==> config.mk <==
export PLATFORM = sky130hd
export DESIGN_NAME = arm_alu_mc_flat
export DESIGN_NICKNAME = d
export VERILOG_FILES = /design/src/rtl/arm_alu_mc_pkg.sv /design/src/rtl/arm_alu_mc_if.sv /design/src/rtl/arm_alu_mc_alu_core.sv /design/src/rtl/arm_alu_mc.sv /design/src/flat_wrapper.sv
export SDC_FILE = /design/constraint.sdc
export NUM_CORES = 1
export LEC_CHECK = 0
export CAP_MARGIN = 20
export CORE_MARGIN = 2
export CORE_UTILIZATION = 50
export CTS_BUF_LIST = sky130_fd_sc_hd__clkbuf_4 sky130_fd_sc_hd__clkbuf_8 sky130_fd_sc_hd__clkbuf_16
export CTS_CLUSTER_DIAMETER = 150
export CTS_CLUSTER_SIZE = 10
export DETAILED_ROUTE_END_ITERATION = 8
export PLACE_DENSITY_LB_ADDON = 0.12
export SETUP_SLACK_MARGIN = 0.3
export SLEW_MARGIN = 40
export SYNTH_ARGS = -nofsm -noshare
export SYNTH_HDL_FRONTEND = slang
export SYNTH_HIERARCHICAL = 1
export SYNTH_SLANG_ARGS = --single-unit
==> constraint.sdc <==
create_clock -name clk -period 7.3 [get_ports clk]
set_input_delay 1.46 -clock clk [delete_from_list [all_inputs] [get_ports clk]]
set_output_delay 1.46 -clock clk [all_outputs]
set_load 0.02 [all_outputs]
==> src/rtl/arm_alu_mc_pkg.sv <==
// Shared definitions for the multicycle ALU: operation codes and FSM states.
// Any 4-bit code that is not listed in op_e is reserved.
package arm_alu_mc_pkg;

  typedef enum logic [3:0] {
    OP_SUB = 4'b0000,
    OP_ADD = 4'b0001,
    OP_ORR = 4'b0010,
    OP_AND = 4'b0011,
    OP_SBC = 4'b0100,
    OP_ADC = 4'b0101,
    OP_EOR = 4'b0111,
    OP_MUL = 4'b1000
  } op_e;

  typedef enum logic {
    ST_IDLE = 1'b0,
    ST_MUL  = 1'b1
  } state_e;

  function automatic logic is_mul(input logic [3:0] op);
    return op == OP_MUL;
  endfunction

endpackage

==> src/rtl/arm_alu_mc_if.sv <==
// Command/result bundle between the controller and the multicycle ALU.
//   master: the controller. It drives start, op, inpa, inpb, cin and vin.
//   slave:  the ALU. It drives busy, done, result and the N/Z/C/V flags.
interface arm_alu_mc_if #(parameter int WIDTH = 32);
  logic             start;
  logic [3:0]       op;
  logic [WIDTH-1:0] inpa;
  logic [WIDTH-1:0] inpb;
  logic             cin;
  logic             vin;
  logic             busy;
  logic             done;
  logic [WIDTH-1:0] result;
  logic             negative;
  logic             zero;
  logic             cout;
  logic             overflow;

  modport master (
    output start, op, inpa, inpb, cin, vin,
    input  busy, done, result, negative, zero, cout, overflow
  );

  modport slave (
    input  start, op, inpa, inpb, cin, vin,
    output busy, done, result, negative, zero, cout, overflow
  );
endinterface

==> src/rtl/arm_alu_mc_alu_core.sv <==
// Combinational add/sub/logic datapath with NZCV generation.
//   op      operation code
//   a, b    operands
//   cin     incoming C flag; used as the carry for ADC and SBC and passed through otherwise
//   vin     incoming V flag; passed through for non-arithmetic ops
//   result  WIDTH-bit result
//   n, z, c, v  flags for that result
// Subtraction is computed as a + ~b + carry, so c=1 means no borrow.
module alu_core
  import arm_alu_mc_pkg::*;
#(
  parameter int WIDTH = 32
) (
  input  op_e              op,
  input  logic [WIDTH-1:0] a,
  input  logic [WIDTH-1:0] b,
  input  logic             cin,
  input  logic             vin,
  output logic [WIDTH-1:0] result,
  output logic             n,
  output logic             z,
  output logic             c,
  output logic             v
);

  localparam int MSB = WIDTH - 1;

  logic [WIDTH:0]   sum;
  logic [WIDTH-1:0] b_eff;
  logic             carry_in;
  logic             is_sub;

  always_comb begin
    b_eff    = b;
    carry_in = 1'b0;
    is_sub   = 1'b0;
    case (op)
      OP_SUB: begin b_eff = ~b; carry_in = 1'b1; is_sub = 1'b1; end
      OP_SBC: begin b_eff = ~b; carry_in = cin;  is_sub = 1'b1; end
      OP_ADC: carry_in = cin;
      default: ;
    endcase

    sum = {1'b0, a} + {1'b0, b_eff} + {{WIDTH{1'b0}}, carry_in};

    result = '0;
    c      = cin;
    v      = vin;
    case (op)
      OP_ADD, OP_SUB, OP_ADC, OP_SBC: begin
        result = sum[MSB:0];
        c      = sum[WIDTH];
        // Overflow is computed from the original b, not from the inverted b_eff.
        if (is_sub) v = (a[MSB] != b[MSB]) && (sum[MSB] != a[MSB]);
        else        v = (a[MSB] == b[MSB]) && (sum[MSB] != a[MSB]);
      end
      OP_ORR:  result = a | b;
      OP_AND:  result = a & b;
      OP_EOR:  result = a ^ b;
      default: result = '0;
    endcase

    n = result[MSB];
    z = (result == '0);
  end

endmodule

==> src/rtl/arm_alu_mc.sv <==
// Multicycle ALU. Single-cycle arithmetic and logic ops complete with latency 1.
// MUL is a fixed WIDTH-iteration shift-add multiply with latency WIDTH+1.
//   clk, reset  rising-edge clock and synchronous active-high reset
//   bus         slave side of arm_alu_mc_if (command in; busy, done, result and flags out)
// Outputs are registered and hold their values until the next op completes.
//
// state   | meaning
// --------+---------------------------------------------------------------
// ST_IDLE | accepts commands; non-MUL ops complete in the accepting cycle
// ST_MUL  | one shift-add iteration per cycle; busy=1 and start is ignored
module arm_alu_mc
  import arm_alu_mc_pkg::*;
#(
  parameter  int WIDTH = 32,
  localparam int CNT_W = $clog2(WIDTH + 1)
) (
  input logic         clk,
  input logic         reset,
  arm_alu_mc_if.slave bus
);

  localparam logic [CNT_W-1:0] LAST_CNT = CNT_W'(WIDTH - 1);

  state_e state, state_nxt;

  logic [WIDTH-1:0] mcand, mplier, acc;
  logic [CNT_W-1:0] cnt;
  logic             c_lat, v_lat;

  logic ld_mul, step, fin_single, fin_mul;

  op_e              core_op;
  logic [WIDTH-1:0] core_a, core_b, core_res;
  logic             core_cin, core_vin;
  logic             core_n, core_z, core_c, core_v;

  // During a multiply, the shared adder accumulates the current partial product.
  always_comb begin
    core_op  = op_e'(bus.op);
    core_a   = bus.inpa;
    core_b   = bus.inpb;
    core_cin = bus.cin;
    core_vin = bus.vin;
    if (state == ST_MUL) begin
      core_op  = OP_ADD;
      core_a   = acc;
      core_b   = mplier[0] ? mcand : '0;
      core_cin = 1'b0;
      core_vin = v_lat;
    end
  end

  alu_core #(.WIDTH(WIDTH)) u_core (
    .op     (core_op),
    .a      (core_a),
    .b      (core_b),
    .cin    (core_cin),
    .vin    (core_vin),
    .result (core_res),
    .n      (core_n),
    .z      (core_z),
    .c      (core_c),
    .v      (core_v)
  );

  always_ff @(posedge clk) begin
    if (reset) state <= ST_IDLE;
    else       state <= state_nxt;
  end

  always_comb begin
    state_nxt  = state;
    ld_mul     = 1'b0;
    step       = 1'b0;
    fin_single = 1'b0;
    fin_mul    = 1'b0;
    case (state)
      ST_IDLE: begin
        if (bus.start) begin
          if (is_mul(bus.op)) begin
            ld_mul    = 1'b1;
            state_nxt = ST_MUL;
          end else begin
            fin_single = 1'b1;
          end
        end
      end
      ST_MUL: begin
        step = 1'b1;
        if (cnt == LAST_CNT) begin
          fin_mul   = 1'b1;
          state_nxt = ST_IDLE;
        end
      end
      default: state_nxt = ST_IDLE;
    endcase
  end

  assign bus.busy = (state == ST_MUL);

  always_ff @(posedge clk) begin
    if (reset) begin
      mcand        <= '0;
      mplier       <= '0;
      acc          <= '0;
      cnt          <= '0;
      c_lat        <= 1'b0;
      v_lat        <= 1'b0;
      bus.done     <= 1'b0;
      bus.result   <= '0;
      bus.negative <= 1'b0;
      bus.zero     <= 1'b0;
      bus.cout     <= 1'b0;
      bus.overflow <= 1'b0;
    end else begin
      bus.done <= fin_single | fin_mul;

      if (fin_single) begin
        bus.result   <= core_res;
        bus.negative <= core_n;
        bus.zero     <= core_z;
        bus.cout     <= core_c;
        bus.overflow <= core_v;
      end else if (fin_mul) begin
        bus.result   <= core_res;
        bus.negative <= core_n;
        bus.zero     <= core_z;
        bus.cout     <= c_lat;
        bus.overflow <= v_lat;
      end

      if (ld_mul) begin
        mcand  <= bus.inpa;
        mplier <= bus.inpb;
        acc    <= '0;
        cnt    <= '0;
        c_lat  <= bus.cin;
        v_lat  <= bus.vin;
      end else if (step) begin
        acc    <= core_res;
        mcand  <= mcand << 1;
        mplier <= mplier >> 1;
        cnt    <= cnt + CNT_W'(1);
      end
    end
  end

endmodule

==> src/flat_wrapper.sv <==
// flat-port wrapper written by rule: the top's interface ports become plain ports
module arm_alu_mc_flat import arm_alu_mc_pkg::*;
#(
  parameter  int WIDTH = 32,
  localparam int CNT_W = $clog2(WIDTH + 1)
)
  (clk, reset, bus_start, bus_op, bus_inpa, bus_inpb, bus_cin, bus_vin, bus_busy, bus_done, bus_result, bus_negative, bus_zero, bus_cout, bus_overflow);
  arm_alu_mc_if #(.WIDTH(WIDTH)) bus_i ();
  input logic clk;
  input logic reset;
  input wire logic [$bits(bus_i.start)-1:0] bus_start;
  input wire logic [$bits(bus_i.op)-1:0] bus_op;
  input wire logic [$bits(bus_i.inpa)-1:0] bus_inpa;
  input wire logic [$bits(bus_i.inpb)-1:0] bus_inpb;
  input wire logic [$bits(bus_i.cin)-1:0] bus_cin;
  input wire logic [$bits(bus_i.vin)-1:0] bus_vin;
  output wire logic [$bits(bus_i.busy)-1:0] bus_busy;
  output wire logic [$bits(bus_i.done)-1:0] bus_done;
  output wire logic [$bits(bus_i.result)-1:0] bus_result;
  output wire logic [$bits(bus_i.negative)-1:0] bus_negative;
  output wire logic [$bits(bus_i.zero)-1:0] bus_zero;
  output wire logic [$bits(bus_i.cout)-1:0] bus_cout;
  output wire logic [$bits(bus_i.overflow)-1:0] bus_overflow;
  assign bus_i.start = bus_start;
  assign bus_i.op = bus_op;
  assign bus_i.inpa = bus_inpa;
  assign bus_i.inpb = bus_inpb;
  assign bus_i.cin = bus_cin;
  assign bus_i.vin = bus_vin;
  assign bus_busy = bus_i.busy;
  assign bus_done = bus_i.done;
  assign bus_result = bus_i.result;
  assign bus_negative = bus_i.negative;
  assign bus_zero = bus_i.zero;
  assign bus_cout = bus_i.cout;
  assign bus_overflow = bus_i.overflow;
  arm_alu_mc #(.WIDTH(WIDTH)) u_core (.clk(clk), .reset(reset), .bus(bus_i));
endmodule
==> results.yml, run 1 <==
grt:
  antenna_found_initial: 0
  grt_util_all_layers_pct: 31.24
  grt_pass1_vias: 10398
  grt_overflow: 0
  grt_max_degree: 133
  grt_pass1_wl_um: 59330
route:
  drt_iter0_drc: 1057
  wire_per_inst_um: 21.15
  vias: 11343
  wl_um: 38370
  drcViolationCount: 0
  postRouteAntennaNets: 0
  firstDrtPassIters: 6
  via_per_inst: 6.253
layout:
  area.growth.synth_to_final_pct: 14.53
  final_cell_mix: "nand2_1 (149), dfxtp_1 (141), nor2_1 (123), clkdlybuf4s50_1 (108), o21ai_0 (100)"
  stdcell_count: 1814
  final_common_cell: "nand2_1"
  nets: 1687
  drive_gt1_share_pct: 9.156
  final_util_pct: 58.27
  num_antenna_cells: 0
  stdcell_area_sq_um: 13190
flow_run:
  drv_cap: 0
floorplan:
  die_h_um: 155.8
  die_area_sq_um: 24270
  coreArea_sq_um: 22640
  io_pins: 111
  die_x_um: 155.8
  start_util_pct: 50.88
  rows: 55
logic_synthesis:
  synthFlopType: "dfxtp_1"
  netlist_area_sq_um: 11520
  seq_area_frac_synth_pct: 24.68
  syn_area_per_cell_sq_um: 7.741
  synth_enable_flop_cells: 0
  synth_fp_nets: 1659
  syn_inst: 1488
  yosys_warnings: 6
  synth_seq_cells: 142
  ys_async_sr_fraction_pct: 0
  synth.distinct_cells: 89
setup_path:
  crit_path_max_fanout: 32
  crit_path_start: "bus_op[3]"
  cp-start-kind: "primary input"
  worst_ep_required_time_ps: 7660
  cp-end-kind: "register"
  arrival_ps: 6540
  critPathKind: "primary input to register"
  rr_startpoint: "u_core/bus.busy"
timing:
  finalHoldViolations: 0
  slew_headroom_pct: 47.38
  period_minus_slack_ps: 6176
  fin_skew_ps: 19.40
  setup_viol_count_final: 0
  slew_viol_final: 0
  tns_ps: 0
  worst_slack_ps: 1124
  rsz0062_at_grt: "false"
  hold_slack_ps: 458.5
  timing.final.crit_share_pct: 84.60
  max_slew.worst_pin.slew_ps: 789.3
  fmax_mhz: 161.9
clocking:
  hold_buffers: 0
  tritoncts: "built"
  cts_buffers: 17
  numClockSinks: 142
  h-tree-depth: 4
  clkSlewWorstSetupHoldPaths_ps: 70
  post_cts_buffers: 0
  clkLatencyLatePin_ps: 440
  clockBufferDepth: 2
  post_cts_resized: 0
  cts-root-buf: "clkbuf_16"
pwr:
  p_leak_nw: 5.127
  combPwrFrac_pct: 30.6
  p_total_mw: 2.484
  p_sw_share_pct: 36.03
  p_per_area_nw_per_um2: 188.3
  max-vdd-ir-drop_mv: 0.1227
  pwr-share-seq_pct: 33.1
  p_int_mw: 1.589
  clkPwrFrac_pct: 36.4
  power.switching_mw: 0.8952
placement:
  dp_hpwl_um: 27320
  pre_cts_ws_ps: 798.3
  dp_cells: 1782
  place.gp.congestion: 0.9685
  placed_cell_area_sq_um: 12610
  io_buffers: 110
worst_hold_path:
  hp-class: "register to register"
  min_from: "u_core/bus.result[22]"
outcome:
  outcome: "complete, no violations"
power by group through the flow:
stage               logic [mW]  registers [mW]  clock network, mW
finish                   0.759           0.821              0.904
global placement         0.739           0.838                  0
global route             0.823           0.824              0.946
detailed placement       0.743           0.839                  0
CTS                      0.747           0.821              0.915
floorplan                0.491           0.852                  0
cell type report:
cell class                 count  area (sq um)
clock buffer                  18         432.9
clock inverter                14         148.9
fill                        2170          9448
inverter                      95         366.6
multi-input combinational   1119          7677
sequential                   142          2846
tap                          285         356.6
timing repair buffer         141          1364
worst max-delay path: stages:
cell,delay [ps]
clkdlybuf4s50_1,440
nor2b_1,150
buf_4,200
or2_2,340
buf_4,270
nor2_1,180
fa_1,230
inv_1,60
fa_1,390
and2b_1,290
o21bai_4,90
a211o_1,320
a21boi_1,160
o32ai_1,120
or4_1,570
nor4_2,230
nand4_1,150
or4_1,550
nor3_2,130
nand2_1,70
mux2i_1,130
synth_stat cells (all sizes together), types with 6 or more instances:
master,number,area (sq um)
o22ai,7,50.05
inv,95,356.6
dfxtp,142,2843
a31oi,10,62.56
a21o,10,77.58
o211ai,44,330.3
nand2,150,565.6
a311oi,66,578.1
ha,96,1201
o32ai,6,52.55
mux2,35,394.1
xor2,11,96.34
a22o,32,280.3
buf,51,292.8
or3,9,56.30
nand4,12,75.07
clkbuf,81,360.3
xnor2,39,341.6
nor3,13,70.07
a21oi,101,528.0
nor2,124,465.5
o31ai,9,81.33
nor2b,9,63.81
o21ai,114,581.8
mux2i,51,510.5
o21a,8,67.56
a211oi,7,62.56
nand3,83,415.4
worst paths after layout:
check / end / slack, ps / cells after the start
hold / removal: u_core/bus.result[22] / 460 / 2
setup reg to reg: u_core/bus.zero / 1840 / 17
hold reg to reg: u_core/bus.result[22] / 460 / 2
setup / recovery: u_core/bus.zero / 1120 / 21
kinds of logic (layout without fill, tap and decap cells):
group / count (synthesis) / after routing / share of synthesized area, %
compound gates: 447 / 447 / 26.59
xor+xnor: 50 / 50 / 3.802
fa+ha+maj: 98 / 98 / 10.78
buf+inv: 227 / 268 / 8.766
flops: 142 / 142 / 24.68
mux: 86 / 86 / 7.854
simple gates: 438 / 438 / 17.53
registers in the layout, summed over array words and instances, names as in the netlist:
name	flops
u_core/bus.busy	1
u_core/v_lat	1
u_core/bus.done	1
u_core/bus.overflow	1
u_core/bus.cout	1
u_core/mplier	32
u_core/c_lat	1
u_core/cnt	6
u_core/mcand	32
u_core/bus.zero	1
u_core/bus.negative	1
u_core/acc	32
u_core/bus.result	32
per-layer routing:
layer,wire [um],global-route usage (%)
met3,2762,6.389
met1,17930,44.75
met5,0,0
met2,16600,46.69
met4,1083,10.40
No activity file was read; power rests on OpenSTA's default activity.
==> inputs of run 2 (changes only) <==
==> constraint.sdc (replaced) <==
create_clock -name clk -period 6.3 [get_ports clk]
set_input_delay 1.26 -clock clk [delete_from_list [all_inputs] [get_ports clk]]
set_output_delay 1.26 -clock clk [all_outputs]
set_load 0.02 [all_outputs]
==> results.yml, run 2 (synthesized netlist as in run 1, its figures left out) <==
outcome:
  outcome: "complete, no violations"
layout:
  n_fill_cell: 2172
  final_util_pct: 58.98
  area.growth.synth_to_final_pct: 15.92
  final_cell_mix: "nand2_1 (149), dfxtp_1 (141), nor2_1 (123), clkdlybuf4s50_1 (108), o21ai_0 (100)"
  final_common_cell: "nand2_1"
  drive_gt1_share_pct: 10.17
  multi_input_area_sq_um: 7689
  num_antenna_cells: 0
  nets: 1702
  regArea_sq_um: 2846
  stdcell_area_sq_um: 13350
setup_path:
  crit_chain: "clkdlybuf4s50_1, nor2b_1, or2_2, nor2_4, xnor2_1, fa_1, inv_1, fa_1, and2b_2, o21bai_4, a211o_1, a21boi_1, o32ai_1, or4_1, nor4_4, nand4_1, or4_1, nor3_2, nand2_1, mux2i_1"
  critPathBufInv: 2
  arrival_ps: 6070
  slowest_stage: "or4_1"
  cp-end-kind: "register"
  critPathKind: "primary input to register"
  slowest_delay_ps: 610
  crit_family: "simple AND/OR/NAND/NOR gates"
  worst_ep_required_time_ps: 6670
  crit_path_max_fanout: 7
  cp-start-kind: "primary input"
route:
  vias: 11425
  via_per_inst: 6.247
  firstDrtPassIters: 6
  drt_iter0_drc: 1030
  postRouteAntennaNets: 0
  wire_per_inst_um: 21.28
  drcViolationCount: 0
  wl_um: 38930
floorplan:
  start_util_pct: 50.88
  coreArea_sq_um: 22640
  die_x_um: 155.8
  die_area_sq_um: 24270
  rows: 55
  io_pins: 111
  die_h_um: 155.8
timing:
  fmax_mhz: 175.3
  period_minus_slack_ps: 5706
  slew_viol_final: 0
  setup_viol_count_final: 0
  rsz0062_at_grt: "false"
  slew_headroom_pct: 48.24
  fin_skew_ps: 16.26
  max_slew.worst_pin.slew_ps: 768.3
  timing.final.crit_share_pct: 90.56
  tns_ps: 0
  finalHoldViolations: 0
clocking:
  clkLatencyLatePin_ps: 430
  clockBufferDepth: 2
  cts-root-buf: "clkbuf_16"
  cts_buffers: 17
  numClockSinks: 142
  h-tree-depth: 4
  tritoncts: "built"
  hold_buffers: 0
  clkSlewWorstSetupHoldPaths_ps: 70
grt:
  grtUsageMet3_pct: 6.750
  grt_max_degree: 91
  busiest_layer: "met2"
  grt_util_all_layers_pct: 31.61
  antenna_found_initial: 1
  grt_pass1_wl_um: 59860
  grt_util_met2_pct: 47.26
  grt_use_met1_pct: 45.41
  grt_pass1_vias: 10445
  grt_overflow: 0
placement:
  place.gp.congestion: 0.9179
  placed_cell_area_sq_um: 12730
  io_buffers: 110
  dp_hpwl_um: 27450
pwr:
  p_per_area_nw_per_um2: 221.7
  p_leak_nw: 5.214
  max-vdd-ir-drop_mv: 0.1356
worst_hold_path:
  hp-class: "register to register"
flow_run:
  drv_cap: 0
==> run 2: changes by cell type in the layout (fill, tap and decap cells not counted), sizes merged <==
cell	change
buf	+15
clkinv	-5
bufinv	+2
clkinvlp	+2
clkbuf	+1
==> run 2: layout make-up <==
| class | count | area share (%) |
|---|---|---|
| timing repair buffer | 156 | 11.09 |
| clock buffer | 19 | 3.298 |
| tap | 285 | 2.671 |
| clock inverter | 13 | 1.321 |
| multi-input combinational | 1119 | 57.58 |
| sequential | 142 | 21.32 |
| inverter | 95 | 2.727 |
==> run 2: worst min-delay path, stage by stage (launching register included) <==
cell and delay (ps):
dfxtp_1 310, nand2_1 50, mux2i_1 50
==> run 2: timing repair <==
action | in CTS | in global routing
gates resized for setup | 0 | 2
buffers inserted | 0 | 0
setup endpoints to repair | 0 | 1
==> run 2: where the power goes <==
part / leakage, nW / switching (mW) / internal, mW
clock: 0.296 / 0.460 / 0.643
sequential: 1.15 / 0.0205 / 0.931
combinational: 3.77 / 0.543 / 0.361
==> run 2: final timing paths <==
kind	from	endpoint	slack (ps)	cells past startpoint
max	bus_op[1]	u_core/bus.zero	590	20
min reg2reg	u_core/bus.result[18]	u_core/bus.result[18]	460	2
max reg2reg	u_core/bus.busy	u_core/bus.zero	1090	19
min	u_core/bus.result[18]	u_core/bus.result[18]	460	2
==> run 2: layer usage <==
layer	vias up	share of wire, %	wire length [um]
met5	-	0	0
li1	5443	-	-
met3	46	7.6	2941
met2	449	44	17000
met4	0	2.4	953
met1	5487	46	18030
==> run 2: per-stage QoR <==
step | hold slack [ps] | setup WS (ps) | cells | total power [mW]
global route | 484.3 | 318.3 | 1829 | 3.087
floorplan | 448.3 | 326.7 | 1488 | 1.557
CTS | 466.1 | 521.5 | 1829 | 2.958
global placement | 446.5 | 51.93 | 1795 | 1.849
detailed placement | 456.0 | 92.63 | 1797 | 1.853
finish | 461.4 | 594.4 | 1829 | 2.960
==> inputs of run 3 (changes only) <==
--- a/config.mk
+++ b/config.mk
@@ -5,6 +5,7 @@
 export SDC_FILE = /design/constraint.sdc
 export NUM_CORES = 1
 export LEC_CHECK = 0
+export ABC_CLOCK_PERIOD_IN_PS = 6300
 export CAP_MARGIN = 20
 export CORE_MARGIN = 2
 export CORE_UTILIZATION = 50
@@ -13,6 +14,7 @@
 export CTS_CLUSTER_SIZE = 10
 export DETAILED_ROUTE_END_ITERATION = 8
 export PLACE_DENSITY_LB_ADDON = 0.12
+export REMOVE_ABC_BUFFERS = 1
 export SETUP_SLACK_MARGIN = 0.3
 export SLEW_MARGIN = 40
 export SYNTH_ARGS = -nofsm -noshare
==> results.yml, run 3 (synthesized netlist as in run 1, its figures left out) <==
route:
  vias: 11024
  via_per_inst: 6.057
  wl_um: 34540
  drcViolationCount: 0
  postRouteAntennaNets: 0
  firstDrtPassIters: 8
  wire_per_inst_um: 18.98
  drt_iter0_drc: 954
setup_path:
  critPathKind: "primary input to register"
  crit_chain: "clkdlybuf4s50_1, nor2b_1, or2_2, nor2_4, buf_6, xnor2_1, inv_1, fa_1, and2b_1, o21bai_4, a211o_1, a21boi_1, o32ai_1, or4_1, nor4_2, nand4_1, or4_1, nor3_2, nand2_1, mux2i_1"
  rr_startpoint: "u_core/bus.busy"
  crit_path_max_fanout: 14
  cp-start-kind: "primary input"
  cp-end-kind: "register"
  crit_path_start: "bus_op[1]"
  crit_family: "simple AND/OR/NAND/NOR gates"
  cp_common_cell: "or4_1"
  arrival_ps: 6060
  slowest_delay_ps: 590
  worst_ep_required_time_ps: 6650
  slowest_stage: "or4_1"
  critPathBufInv: 3
floorplan:
  start_util_pct: 50.88
  coreArea_sq_um: 22640
  die_area_sq_um: 24270
  die_h_um: 155.8
  io_pins: 111
  die_x_um: 155.8
  rows: 55
layout:
  drive_gt1_share_pct: 9.707
  final_cell_mix: "nand2_1 (149), dfxtp_1 (141), nor2_1 (122), clkdlybuf4s50_1 (108), o21ai_0 (100)"
  stdcell_count: 1820
  area.growth.synth_to_final_pct: 15.80
  final_common_cell: "nand2_1"
  stdcell_area_sq_um: 13340
  nets: 1694
  num_antenna_cells: 0
timing:
  worst_slack_ps: 592.7
  finalHoldViolations: 0
  fmax_mhz: 175.2
  setup_viol_count_final: 0
  max_slew.worst_pin.slew_ps: 809.8
  slew_viol_final: 0
  hold_slack_ps: 457.6
  timing.final.crit_share_pct: 90.59
  rsz0062_at_grt: "false"
  period_minus_slack_ps: 5707
  slew_headroom_pct: 46.02
  fin_skew_ps: 12.84
clocking:
  hold_buffers: 0
  tritoncts: "built"
  h-tree-depth: 4
  numClockSinks: 142
  clkSlewWorstSetupHoldPaths_ps: 60
  cts_buffers: 17
  clockBufferDepth: 2
  post_cts_buffers: 0
  clkLatencyLatePin_ps: 430
  cts-root-buf: "clkbuf_16"
grt:
  grt_max_degree: 100
  grt_overflow: 0
  antenna_found_initial: 0
  grt_pass1_wl_um: 55990
  grt_util_all_layers_pct: 28.36
  grt_pass1_vias: 10564
flow_run:
  drv_cap: 0
placement:
  io_buffers: 110
  placed_cell_area_sq_um: 12670
  dp_cells: 1789
  dp_hpwl_um: 24010
  pre_cts_ws_ps: 191.1
  place.gp.congestion: 0.9694
pwr:
  p_leak_nw: 5.200
  max-vdd-ir-drop_mv: 0.1676
  p_per_area_nw_per_um2: 221.4
  p_total_mw: 2.954
worst_hold_path:
  min_from: "u_core/bus.result[29]"
  hp-class: "register to register"
outcome:
  outcome: "complete, no violations"
[run 3: worst paths after layout]
check,endpoint,slack (ps),cells after the start
setup / recovery,u_core/bus.zero,590,20
hold reg to reg,u_core/bus.result[29],460,2
setup reg to reg,u_core/bus.zero,1270,19
hold / removal,u_core/bus.result[29],460,2
[run 3: report_power, final]
group | internal (mW) | switching (mW) | total [mW]
Sequential | 0.931 | 0.0184 | 0.950
Combinational | 0.349 | 0.509 | 0.858
Clock | 0.716 | 0.430 | 1.15
[run 3: tightest hold or removal path, cell delays in order, from the launching register on]
cell and delay (ps):
dfxtp_1 310, nand2_1 50, mux2i_1 50
[run 3: routing by layer]
layer | GRT usage, % | wire length, um | part of all wire (%) | vias up
met2 | 47.58 | 16420 | 48 | 307
met4 | 7.733 | 514 | 1.5 | 0
met5 | 0 | 0 | 0 | -
met1 | 38.51 | 16040 | 46 | 5254
met3 | 3.528 | 1560 | 4.5 | 38
li1 | - | - | - | 5425
[run 3: final cells by class]
cell class / instances / area [sq um]
Fill cell: 2108 / 9301
Multi-Input combinational cell: 1119 / 7701
Sequential cell: 142 / 2846
Timing Repair Buffer: 148 / 1420
Clock buffer: 19 / 440.4
Inverter: 95 / 362.8
Tap cell: 285 / 356.6
Clock inverter: 12 / 211.5
[run 3: timing repair]
action                                  in CTS  in global routing
endpoints found under the setup margin       0                  2
resized for setup                            0                  2
endpoints found under the hold margin        0                  0
[run 3: stage by stage]
step / utilization, % / TNS, ps
6_report: 58.92 / 0
5_1_grt: 58.92 / 0
4_1_cts: 58.83 / 0
3_5_place_dp: 55.95 / 0
3_3_place_gp: 55.73 / 0
2_1_floorplan: - / -78140
